## src/rtl/mosby_pkg.sv

```systemverilog
// -----------------------------------------------------------------------------
// mosby_pkg
// Shared definitions for the MOSby register file:
//   - status register bit positions (N V U B D I Z C)
//   - stack pointer operation encodings
//   - default reset values for SP, stack page and status
//   - status_merge(): applies a per-bit write mask and pins the fixed bit
// -----------------------------------------------------------------------------
package mosby_pkg;

    // Status register bit positions
    localparam int ST_N = 7;
    localparam int ST_V = 6;
    localparam int ST_U = 5;    // unused bit, always reads 1
    localparam int ST_B = 4;
    localparam int ST_D = 3;
    localparam int ST_I = 2;
    localparam int ST_Z = 1;
    localparam int ST_C = 0;

    // Width of the stack page prefix placed above SP on stack_addr
    localparam int PAGE_W = 8;

    // Default reset values
    localparam logic [7:0]        DEF_SP_RESET   = 8'hFD;
    localparam logic [PAGE_W-1:0] DEF_STACK_PAGE = 8'h01;
    localparam logic [7:0]        DEF_ST_RESET   = 8'h24;

    // Stack pointer operations
    typedef enum logic [1:0] {
        SP_HOLD = 2'b00,
        SP_PUSH = 2'b01,
        SP_PULL = 2'b10,
        SP_LOAD = 2'b11
    } sp_op_e;

    // Bits selected by mask take the new value; the unused bit is forced high
    // so it can never be cleared by any write path.
    function automatic logic [7:0] status_merge(
        input logic [7:0] cur,
        input logic [7:0] mask,
        input logic [7:0] data
    );
        logic [7:0] res;
        res       = (cur & ~mask) | (data & mask);
        res[ST_U] = 1'b1;
        return res;
    endfunction

endpackage

```

## src/rtl/mosby_regfile_if.sv

```systemverilog
// -----------------------------------------------------------------------------
// mosby_regfile_if
// Bus bundle between the decoder/ALU (master) and the register file (slave).
//   GP write     : wr_en, wr_sel, wr_data
//   Transfer     : mov_en, mov_src, mov_dst
//   Flag update  : nz_upd
//   Reads        : rd_sel_a, rd_sel_b -> rd_data_a, rd_data_b
//   Stack        : sp_op -> sp_out, stack_addr, sp_wrap
//   Status       : st_mask, st_data -> status
// -----------------------------------------------------------------------------
interface mosby_regfile_if
    import mosby_pkg::*;
#(
    parameter int WIDTH = 8,
    parameter int SEL_W = 2
);

    logic                      wr_en;
    logic [SEL_W-1:0]          wr_sel;
    logic [WIDTH-1:0]          wr_data;
    logic                      mov_en;
    logic [SEL_W-1:0]          mov_src;
    logic [SEL_W-1:0]          mov_dst;
    logic                      nz_upd;
    logic [SEL_W-1:0]          rd_sel_a;
    logic [SEL_W-1:0]          rd_sel_b;
    logic [WIDTH-1:0]          rd_data_a;
    logic [WIDTH-1:0]          rd_data_b;
    sp_op_e                    sp_op;
    logic [WIDTH-1:0]          sp_out;
    logic [PAGE_W+WIDTH-1:0]   stack_addr;
    logic                      sp_wrap;
    logic [7:0]                st_mask;
    logic [7:0]                st_data;
    logic [7:0]                status;

    modport master (
        output wr_en, wr_sel, wr_data,
        output mov_en, mov_src, mov_dst,
        output nz_upd,
        output rd_sel_a, rd_sel_b,
        output sp_op,
        output st_mask, st_data,
        input  rd_data_a, rd_data_b,
        input  sp_out, stack_addr, sp_wrap,
        input  status
    );

    modport slave (
        input  wr_en, wr_sel, wr_data,
        input  mov_en, mov_src, mov_dst,
        input  nz_upd,
        input  rd_sel_a, rd_sel_b,
        input  sp_op,
        input  st_mask, st_data,
        output rd_data_a, rd_data_b,
        output sp_out, stack_addr, sp_wrap,
        output status
    );

endinterface

```

## src/rtl/mosby_stack_ptr.sv

```systemverilog
// -----------------------------------------------------------------------------
// mosby_stack_ptr
// Stack pointer with push (decrement), pull (increment) and load.
// Ports:
//   clk, rst        core clock, synchronous active-high reset
//   i_sp_op         hold / push / pull / load
//   i_ld_data       value loaded into SP on SP_LOAD
//   o_sp            current SP
//   o_stack_addr    {STACK_PAGE, SP} on push/hold/load, {STACK_PAGE, SP+1} on pull
//   o_sp_wrap       one-cycle pulse after a push from 0 or a pull from all ones
// -----------------------------------------------------------------------------
module mosby_stack_ptr
    import mosby_pkg::*;
#(
    parameter int                WIDTH      = 8,
    parameter logic [WIDTH-1:0]  SP_RESET   = DEF_SP_RESET,
    parameter logic [PAGE_W-1:0] STACK_PAGE = DEF_STACK_PAGE
) (
    input  logic                    clk,
    input  logic                    rst,
    input  sp_op_e                  i_sp_op,
    input  logic [WIDTH-1:0]        i_ld_data,
    output logic [WIDTH-1:0]        o_sp,
    output logic [PAGE_W+WIDTH-1:0] o_stack_addr,
    output logic                    o_sp_wrap
);

    localparam logic [WIDTH-1:0] ONE = WIDTH'(1);

    logic [WIDTH-1:0] r_sp;
    logic             r_wrap;
    logic [WIDTH-1:0] w_sp_inc;
    logic [WIDTH-1:0] w_sp_dec;

    assign w_sp_inc = r_sp + ONE;
    assign w_sp_dec = r_sp - ONE;

    // The stack is empty-descending: a push writes at SP then decrements,
    // a pull pre-increments, so the pull address is SP+1 in the same cycle.
    assign o_stack_addr = {STACK_PAGE, (i_sp_op == SP_PULL) ? w_sp_inc : r_sp};
    assign o_sp         = r_sp;
    assign o_sp_wrap    = r_wrap;

    always_ff @(posedge clk) begin
        if (rst) begin
            r_sp   <= SP_RESET;
            r_wrap <= 1'b0;
        end else begin
            r_wrap <= 1'b0;
            case (i_sp_op)
                SP_PUSH: begin
                    r_sp   <= w_sp_dec;
                    r_wrap <= (r_sp == '0);
                end
                SP_PULL: begin
                    r_sp   <= w_sp_inc;
                    r_wrap <= (r_sp == '1);
                end
                SP_LOAD: begin
                    r_sp   <= i_ld_data;
                end
                default: begin
                end
            endcase
        end
    end

endmodule

```

## src/rtl/mosby_regfile.sv

```systemverilog
// -----------------------------------------------------------------------------
// mosby_regfile
// Architectural register file of the MOSby core.
//   - NREGS general-purpose registers (0=A, 1=X, 2=Y), two combinational
//     read ports, one write port and a register-to-register transfer path
//   - stack pointer (mosby_stack_ptr) with push/pull/load and wrap pulse
//   - 8-bit status register with per-bit mask and automatic N/Z update
// Ports:
//   clk, rst   core clock, synchronous active-high reset
//   bus        mosby_regfile_if.slave carrying all data/control signals
// -----------------------------------------------------------------------------
module mosby_regfile
    import mosby_pkg::*;
#(
    parameter int                WIDTH      = 8,
    parameter int                NREGS      = 3,
    parameter int                SEL_W      = 2,
    parameter logic [WIDTH-1:0]  SP_RESET   = DEF_SP_RESET,
    parameter logic [PAGE_W-1:0] STACK_PAGE = DEF_STACK_PAGE,
    parameter logic [7:0]        ST_RESET   = DEF_ST_RESET
) (
    input  logic            clk,
    input  logic            rst,
    mosby_regfile_if.slave  bus
);

    logic [WIDTH-1:0] r_regs [NREGS];
    logic [7:0]       r_status;

    logic [WIDTH-1:0] w_rd_a;
    logic [WIDTH-1:0] w_rd_b;
    logic [WIDTH-1:0] w_mov_val;
    logic             w_wr_hit;
    logic             w_mov_hit;
    logic [WIDTH-1:0] w_nz_val;
    logic [7:0]       w_st_next;

    // Read muxes: a select with no matching register falls through to 0,
    // which also gives an out-of-range mov source the value 0.
    always_comb begin
        w_rd_a    = '0;
        w_rd_b    = '0;
        w_mov_val = '0;
        for (int i = 0; i < NREGS; i++) begin
            if (bus.rd_sel_a == i[SEL_W-1:0]) w_rd_a    = r_regs[i];
            if (bus.rd_sel_b == i[SEL_W-1:0]) w_rd_b    = r_regs[i];
            if (bus.mov_src  == i[SEL_W-1:0]) w_mov_val = r_regs[i];
        end
    end

    assign bus.rd_data_a = w_rd_a;
    assign bus.rd_data_b = w_rd_b;

    // A write only "happens" when its destination exists
    assign w_wr_hit  = bus.wr_en  && (int'(bus.wr_sel)  < NREGS);
    assign w_mov_hit = bus.mov_en && (int'(bus.mov_dst) < NREGS);

    // GP bank: the explicit write port has priority over the transfer
    // when both target the same register.
    always_ff @(posedge clk) begin
        if (rst) begin
            for (int i = 0; i < NREGS; i++) begin
                r_regs[i] <= '0;
            end
        end else begin
            for (int i = 0; i < NREGS; i++) begin
                if (bus.wr_en && bus.wr_sel == i[SEL_W-1:0]) begin
                    r_regs[i] <= bus.wr_data;
                end else if (bus.mov_en && bus.mov_dst == i[SEL_W-1:0]) begin
                    r_regs[i] <= w_mov_val;
                end
            end
        end
    end

    // Status next value: N/Z follow the value that actually lands in the
    // bank (write port wins over transfer); explicit mask bits then
    // override whatever N/Z produced.
    always_comb begin
        w_nz_val  = w_wr_hit ? bus.wr_data : w_mov_val;
        w_st_next = r_status;
        if (bus.nz_upd && (w_wr_hit || w_mov_hit)) begin
            w_st_next[ST_N] = w_nz_val[WIDTH-1];
            w_st_next[ST_Z] = (w_nz_val == '0);
        end
        w_st_next = status_merge(w_st_next, bus.st_mask, bus.st_data);
    end

    always_ff @(posedge clk) begin
        if (rst) begin
            r_status <= status_merge(ST_RESET, 8'h00, 8'h00);
        end else begin
            r_status <= w_st_next;
        end
    end

    assign bus.status = r_status;

    mosby_stack_ptr #(
        .WIDTH      (WIDTH),
        .SP_RESET   (SP_RESET),
        .STACK_PAGE (STACK_PAGE)
    ) u_stack_ptr (
        .clk          (clk),
        .rst          (rst),
        .i_sp_op      (bus.sp_op),
        .i_ld_data    (bus.wr_data),
        .o_sp         (bus.sp_out),
        .o_stack_addr (bus.stack_addr),
        .o_sp_wrap    (bus.sp_wrap)
    );

endmodule

```

## src/flat_wrapper.sv

```systemverilog
// flat-port wrapper written by rule: the top's interface ports become plain ports
module mosby_regfile_flat import mosby_pkg::*;
#(
    parameter int                WIDTH      = 8,
    parameter int                NREGS      = 3,
    parameter int                SEL_W      = 2,
    parameter logic [WIDTH-1:0]  SP_RESET   = DEF_SP_RESET,
    parameter logic [PAGE_W-1:0] STACK_PAGE = DEF_STACK_PAGE,
    parameter logic [7:0]        ST_RESET   = DEF_ST_RESET
)
  (clk, rst, bus_wr_en, bus_wr_sel, bus_wr_data, bus_mov_en, bus_mov_src, bus_mov_dst, bus_nz_upd, bus_rd_sel_a, bus_rd_sel_b, bus_sp_op, bus_st_mask, bus_st_data, bus_rd_data_a, bus_rd_data_b, bus_sp_out, bus_stack_addr, bus_sp_wrap, bus_status);
  mosby_regfile_if #(.WIDTH(WIDTH), .SEL_W(SEL_W)) bus_i ();
  input  logic clk;
  input  logic rst;
  input wire logic [$bits(bus_i.wr_en)-1:0] bus_wr_en;
  input wire logic [$bits(bus_i.wr_sel)-1:0] bus_wr_sel;
  input wire logic [$bits(bus_i.wr_data)-1:0] bus_wr_data;
  input wire logic [$bits(bus_i.mov_en)-1:0] bus_mov_en;
  input wire logic [$bits(bus_i.mov_src)-1:0] bus_mov_src;
  input wire logic [$bits(bus_i.mov_dst)-1:0] bus_mov_dst;
  input wire logic [$bits(bus_i.nz_upd)-1:0] bus_nz_upd;
  input wire logic [$bits(bus_i.rd_sel_a)-1:0] bus_rd_sel_a;
  input wire logic [$bits(bus_i.rd_sel_b)-1:0] bus_rd_sel_b;
  input wire logic [$bits(bus_i.sp_op)-1:0] bus_sp_op;
  input wire logic [$bits(bus_i.st_mask)-1:0] bus_st_mask;
  input wire logic [$bits(bus_i.st_data)-1:0] bus_st_data;
  output wire logic [$bits(bus_i.rd_data_a)-1:0] bus_rd_data_a;
  output wire logic [$bits(bus_i.rd_data_b)-1:0] bus_rd_data_b;
  output wire logic [$bits(bus_i.sp_out)-1:0] bus_sp_out;
  output wire logic [$bits(bus_i.stack_addr)-1:0] bus_stack_addr;
  output wire logic [$bits(bus_i.sp_wrap)-1:0] bus_sp_wrap;
  output wire logic [$bits(bus_i.status)-1:0] bus_status;
  assign bus_i.wr_en = bus_wr_en;
  assign bus_i.wr_sel = bus_wr_sel;
  assign bus_i.wr_data = bus_wr_data;
  assign bus_i.mov_en = bus_mov_en;
  assign bus_i.mov_src = bus_mov_src;
  assign bus_i.mov_dst = bus_mov_dst;
  assign bus_i.nz_upd = bus_nz_upd;
  assign bus_i.rd_sel_a = bus_rd_sel_a;
  assign bus_i.rd_sel_b = bus_rd_sel_b;
  assign bus_i.sp_op = bus_sp_op;
  assign bus_i.st_mask = bus_st_mask;
  assign bus_i.st_data = bus_st_data;
  assign bus_rd_data_a = bus_i.rd_data_a;
  assign bus_rd_data_b = bus_i.rd_data_b;
  assign bus_sp_out = bus_i.sp_out;
  assign bus_stack_addr = bus_i.stack_addr;
  assign bus_sp_wrap = bus_i.sp_wrap;
  assign bus_status = bus_i.status;
  mosby_regfile #(.WIDTH(WIDTH), .NREGS(NREGS), .SEL_W(SEL_W), .SP_RESET(SP_RESET), .STACK_PAGE(STACK_PAGE), .ST_RESET(ST_RESET)) u_core (.clk(clk), .rst(rst), .bus(bus_i));
endmodule
```

## config.mk

```make
export PLATFORM = sky130hd
export DESIGN_NAME = mosby_regfile_flat
export DESIGN_NICKNAME = d
export VERILOG_FILES = /design/src/rtl/mosby_pkg.sv /design/src/rtl/mosby_regfile_if.sv /design/src/rtl/mosby_stack_ptr.sv /design/src/rtl/mosby_regfile.sv /design/src/flat_wrapper.sv
export SDC_FILE = /design/constraint.sdc
export NUM_CORES = 1
export LEC_CHECK = 0
export CAP_MARGIN = 30
export CORE_AREA = 4 4 94 96
export CTS_BUF_LIST = sky130_fd_sc_hd__clkbuf_4
export CTS_CLUSTER_SIZE = 30
export DETAILED_ROUTE_END_ITERATION = 7
export DIE_AREA = 0 0 98 100
export PLACE_DENSITY = 0.67
export RECOVER_POWER = 100
export SLEW_MARGIN = 20
export SYNTH_ARGS = -nofsm -noshare
export SYNTH_HDL_FRONTEND = slang
export SYNTH_HIERARCHICAL = 1
export SYNTH_SLANG_ARGS = --single-unit
```

## constraint.sdc

```tcl
create_clock -name clk -period 2.85 [get_ports clk]
set_input_delay 0.855 -clock clk [delete_from_list [all_inputs] [get_ports clk]]
set_output_delay 0.855 -clock clk [all_outputs]
set_load 0.1 [all_outputs]
```

* Word level (Yosys, flattened, before mapping)
Memories as Yosys holds them, arrays and structs flattened.
Cells that the tools add are included.
** Cells by class
- Add/sub/neg operators :: 2
- Multiply operators :: 0
- Div/mod/pow operators :: 0
- Order comparisons :: 2
- Equal/unequal tests :: 14
- Shift-type cells :: 0
- Muxes and demuxes :: 44
- Bitwise logic cells :: 10
- Reduce and logical (&&, ||, !) cells :: 18
** Operators by type and width (count)
- 8-bit 2-to-1 mux :: 17
- 1-bit 2-to-1 mux :: 25
- 8-bit case mux with 3 select lines :: 1
- 8-bit bitwise AND :: 2
- 8-bit logical NOT :: 2
- 2-bit equality test (second input constant) :: 7
- 2-bit by 1-bit equality test with 1-bit output (second input constant) :: 6
- 2-bit logical NOT :: 5
- 1-bit logical AND :: 9
- 8-bit by 1-bit adder with 8-bit output (second input constant) :: 1
- 8-bit equality test (second input constant) :: 1
- 8-bit NOT :: 1
- 8-bit bitwise OR :: 1
- 8-bit by 1-bit subtractor with 8-bit output (second input constant) :: 1
- 1-bit bitwise OR :: 6
- 2-bit less-than comparator (second input constant) :: 2
- 3-bit nonzero test :: 1
- 1-bit case mux with 2 select lines :: 1
- 1-bit logical OR :: 1
** Word-level totals
- Flip-flop bits (word level) :: 17
- Latch bits :: 0
- RAM bits :: 24
- Memory bits (read-only) :: 0
- Output and inout port bits :: 49
- Logic and storage cells :: 95
- Memories kept :: 1
** Memories
- u_core.r_regs :: depth 3, bits a word 8, read ports 3, clocked after Yosys merged registers in 0, write ports 3, RTL line mosby_regfile.sv:27 : logic [WIDTH-1:0] r_regs [NREGS];

* Logic depth before layout (Yosys ltp)
- Depth after elaboration :: 9
- Mapped depth :: 7
- Gate-level depth less buffers :: 6

* Hierarchy
The synthesis kept the hierarchy.
** Modules (own cells, without submodules)
- mosby_regfile :: times used 1, cells an instance 198, area each 2045.7 um^2, sequential area each 860.8 um^2
- mosby_stack_ptr :: times used 1, cells an instance 131, area each 1018.5 um^2, sequential area each 180.2 um^2

* Worst setup path before layout
No wires, ideal clock.
- Path type :: input-to-output
- Start point :: in bus_sp_op[0]
- End point :: out bus_stack_addr[1]
- Arrival :: 3.571 ns
- Data required time :: 1.995 ns
- Path slack :: -1.576 ns
- Stages on the path :: 5
- Cell sequence :: inv_1 ha_1 buf_2 buf_1 o21ai_0
** On the way
- Longest elaborated chain between the ends :: 2
** Ends and longest elaborated chain
- start: declaration :: RTL line flat_wrapper.sv:24 : input wire logic [$bits(bus_i.sp_op)-1:0] bus_sp_op;
- 2-bit equality test :: RTL line mosby_stack_ptr.sv:40 : assign o_stack_addr = {STACK_PAGE, (i_sp_op == SP_PULL) ? w_sp_inc : r_sp};
- 8-bit 2-to-1 mux :: RTL line mosby_stack_ptr.sv:40
- end: declaration :: RTL line flat_wrapper.sv:30 : output wire logic [$bits(bus_i.stack_addr)-1:0] bus_stack_addr;
No other way between the ends.

* Worst setup path after layout
- Start point :: in bus_sp_op[0]
- End point :: out bus_stack_addr[7]
Same word-level chain as after synthesis.

==> reports/qor.yml <==
finalHoldViolations: 0
tightest_slew_ns: 1.21
dp.final_hpwl_mm: 6.92
max-slew-margin-rel: 0.198
synth.avg_cell_area_sq_um: 9.31
synth.area.top_cells: "edfxtp_1, mux2i_1, dfxtp_1"
fill_cells: 702
cp_data_arrival_time_ns: 2.00
rr_startpoint: "u_core/u_stack_ptr/o_sp[0]$_SDFFE_PP1P_"
std_cell_rows: 33
total_power_mw: 2.30
final_area_sq_um: 4770
die_w_microns: 98
drive_above_1_share: 0.352
core_area_sq_um: 8050
grt_usage: 0.178
antenna_found_initial: 0
syn-instance-count: 329
ys.flop_type: "edfxtp_1"
p_leak_nw: 1.91
rsz0062_at_grt: "yes"
period_share: 1.00
drtPass1Iterations: 4
synth.distinct_cells: 68
worst-setup-path-type: "in -> out"
num_vias: 2837
cts_tree: "yes"
drt_iter0_drc: 82
wl_per_cell_microns: 16.4
hold_ws_ns: 0.492
cp-end-kind: "output pin"
path_max_fanout: 2
worst_setup_path_start_kind: "input pin"
die_area_sq_um: 9800
ys_ff_latch: 40
hold_depth: 2
fin_crit_ns: 2.85
clock_sinks: 40
grt_pass1_vias: 2915
ctsHtreeMaxLevel: 2
postRouteWirelength_mm: 8.64
worst_r2r_endpoint: "u_core/u_stack_ptr/o_sp[6]$_SDFFE_PP1P_"
rr_worst_depth: 6
finalMaxSlewViolations: 0
yosys_warnings: 6
clk_latency_ns: 0.34
async_flop_share: 0
ys_seq_area_frac: 0.340
syn_area_sq_um: 3060
reg2reg_slack_ns: 1.08
cts_buffer_depth: 2
cts-buffers-inserted: 5
grt-ovfl-total: 0
place_area_sq_um: 4600
power_density_nw_per_um2: 481
path_clk_slew_ns: 0.11
final_cells: 528
antenna_left: 0
max-vdd-ir-drop_mv: 0.253
setup_viol_count_final: 1
nNetsFinal: 471
numPortBuffers: 78
cts_root_buffer: "clkbuf_4"
diodes: 0
min_path_type: "reg -> reg"
fmax_ghz: 0.351
start_util: 0.381
die_y_microns: 100
grt_pass1_wl_mm: 14.4
ios: 90
drc_errors: 0
postCtsSetupRepairBufs: 0
max_cap_violations: 0
violations: "negative setup slack"
required_ns: 2.00
synth_edf_count: 24
gp_congestion: 0.838
skew_ns: 0.00685
via_per_inst: 5.37
synth_top_area_frac: 0.235
fin_ws_ns: -0.00267
status: "finished with violations"
area_growth_syn_to_layout_pct: 55.8
synth_top_area_cell: "edfxtp_1"
dp.cells: 520
grt_max_degree: 19
## layer usage
| layer | share of wire | up-vias | wire length, microns | global-route usage |
|---|---|---|---|---|
| met1 | 0.40 | 1332 | 3460 | 0.209 |
| met5 | 0 | - | 0 | 0 |
| li1 | - | 1394 | - | - |
| met2 | 0.53 | 99 | 4600 | 0.328 |
| met4 | 0.016 | 0 | 136 | 0.0564 |
| met3 | 0.051 | 12 | 442 | 0.0299 |
## how the worst max path moves through the flow
| stage | cells after the start | to | start | slack [ns] |
|---|---|---|---|---|
| global route | 7 | bus_stack_addr[7] | bus_sp_op[0] | -0.04 |
| floorplan | 6 | bus_stack_addr[7] | bus_sp_op[0] | -0.20 |
| CTS | 7 | bus_stack_addr[7] | bus_sp_op[0] | -0.05 |
| detailed placement | 7 | bus_stack_addr[7] | bus_sp_op[0] | -0.51 |
| finish | 7 | bus_stack_addr[7] | bus_sp_op[0] | -0.003 |
| global placement | 7 | bus_stack_addr[7] | bus_sp_op[0] | -0.50 |
## cell usage after synthesis (8+ instances only)
cell type and n:
a21oi_1 8, a22o_1 8, buf_4 11, clkbuf_1 10, dfxtp_1 16, edfxtp_1 24, ha_1 8, inv_1 11
mux2i_1 45, nand2_1 26, nor2_1 28, o21ai_0 21, o2bb2ai_1 8
## cells in the final DEF (no fill, tap or decap), drive strengths merged, types with 2 or more instances in the layout
cell,synthesis,layout
buf,21,59
mux2i,45,45
clkdlybuf4s50,0,30
nor2,30,30
nand2,26,26
edfxtp,24,24
o21ai,23,23
clkbuf,10,22
dfxtp,16,16
inv,11,11
a21oi,11,11
conb,3,9
o2bb2ai,9,9
a22o,8,8
ha,8,8
nand4,6,6
o22ai,6,6
nand3,6,6
xnor2,6,6
nor2b,6,6
a211oi,4,4
nor4,4,4
a211o,3,3
a221oi,3,3
a21boi,3,3
xor2,3,3
or2,3,3
or3,3,3
nor3,3,3
dlygate4sd2,0,2
dlymetal6s2s,0,2
dlygate4sd3,0,2
a32o,2,2
## report_power, final
part           internal [mW]  switching [mW]  total, mW
sequential             0.671          0.0892      0.761
combinational          0.407           0.758       1.17
clock                  0.193           0.179      0.373
## repair_timing
action                     CTS  global route
setup endpoints to repair   24            19
pin swaps                    3             3
hold buffers                 0             0
gates resized for setup     48            11
## through the flow
| stage | setup slack [ns] | util | setup TNS, ns |
|---|---|---|---|
| after floorplan | -0.199 | - | -0.849 |
| after global placement | -0.498 | 0.572 | -4.87 |
| after detailed placement | -0.512 | 0.572 | -5.36 |
| after CTS | -0.0549 | 0.596 | -0.0606 |
| after global routing | -0.0442 | 0.593 | -0.0442 |
| final | -0.00267 | 0.593 | -0.00267 |
## critical path, stage by stage
cell	delay, ns
buf_12	0.11
inv_12	0.04
ha_4	0.13
nand3_2	0.08
or3_4	0.42
xnor2_4	0.16
buf_12	0.19
## logic make-up (layout without fill, tap and decap cells)
group                    Yosys count  after routing  share of synthesized area
buffers and inverters             42            130                     0.0747
XOR/XNOR                           9              9                     0.0257
multiplexers                      45             45                      0.147
flip-flops                        40             40                      0.340
other                              3              9                    0.00367
adder cells (fa/ha/maj)            8              8                     0.0327
AND/OR/NAND/NOR                   94             94                      0.161
AO/OA/AOI/OAI                     88             88                      0.216
## area by class of cell
cell class	count	area (sq um)	area share
Tap cell	105	131	0.0275
Clock buffer	6	45.0	0.00943
Sequential cell	40	1050	0.220
Timing Repair Buffer	111	1210	0.253
Multi-Input combinational cell	253	2250	0.471
Clock inverter	2	35.0	0.00734
Inverter	11	53.8	0.0113
Power figures use the tool's default switching activity.
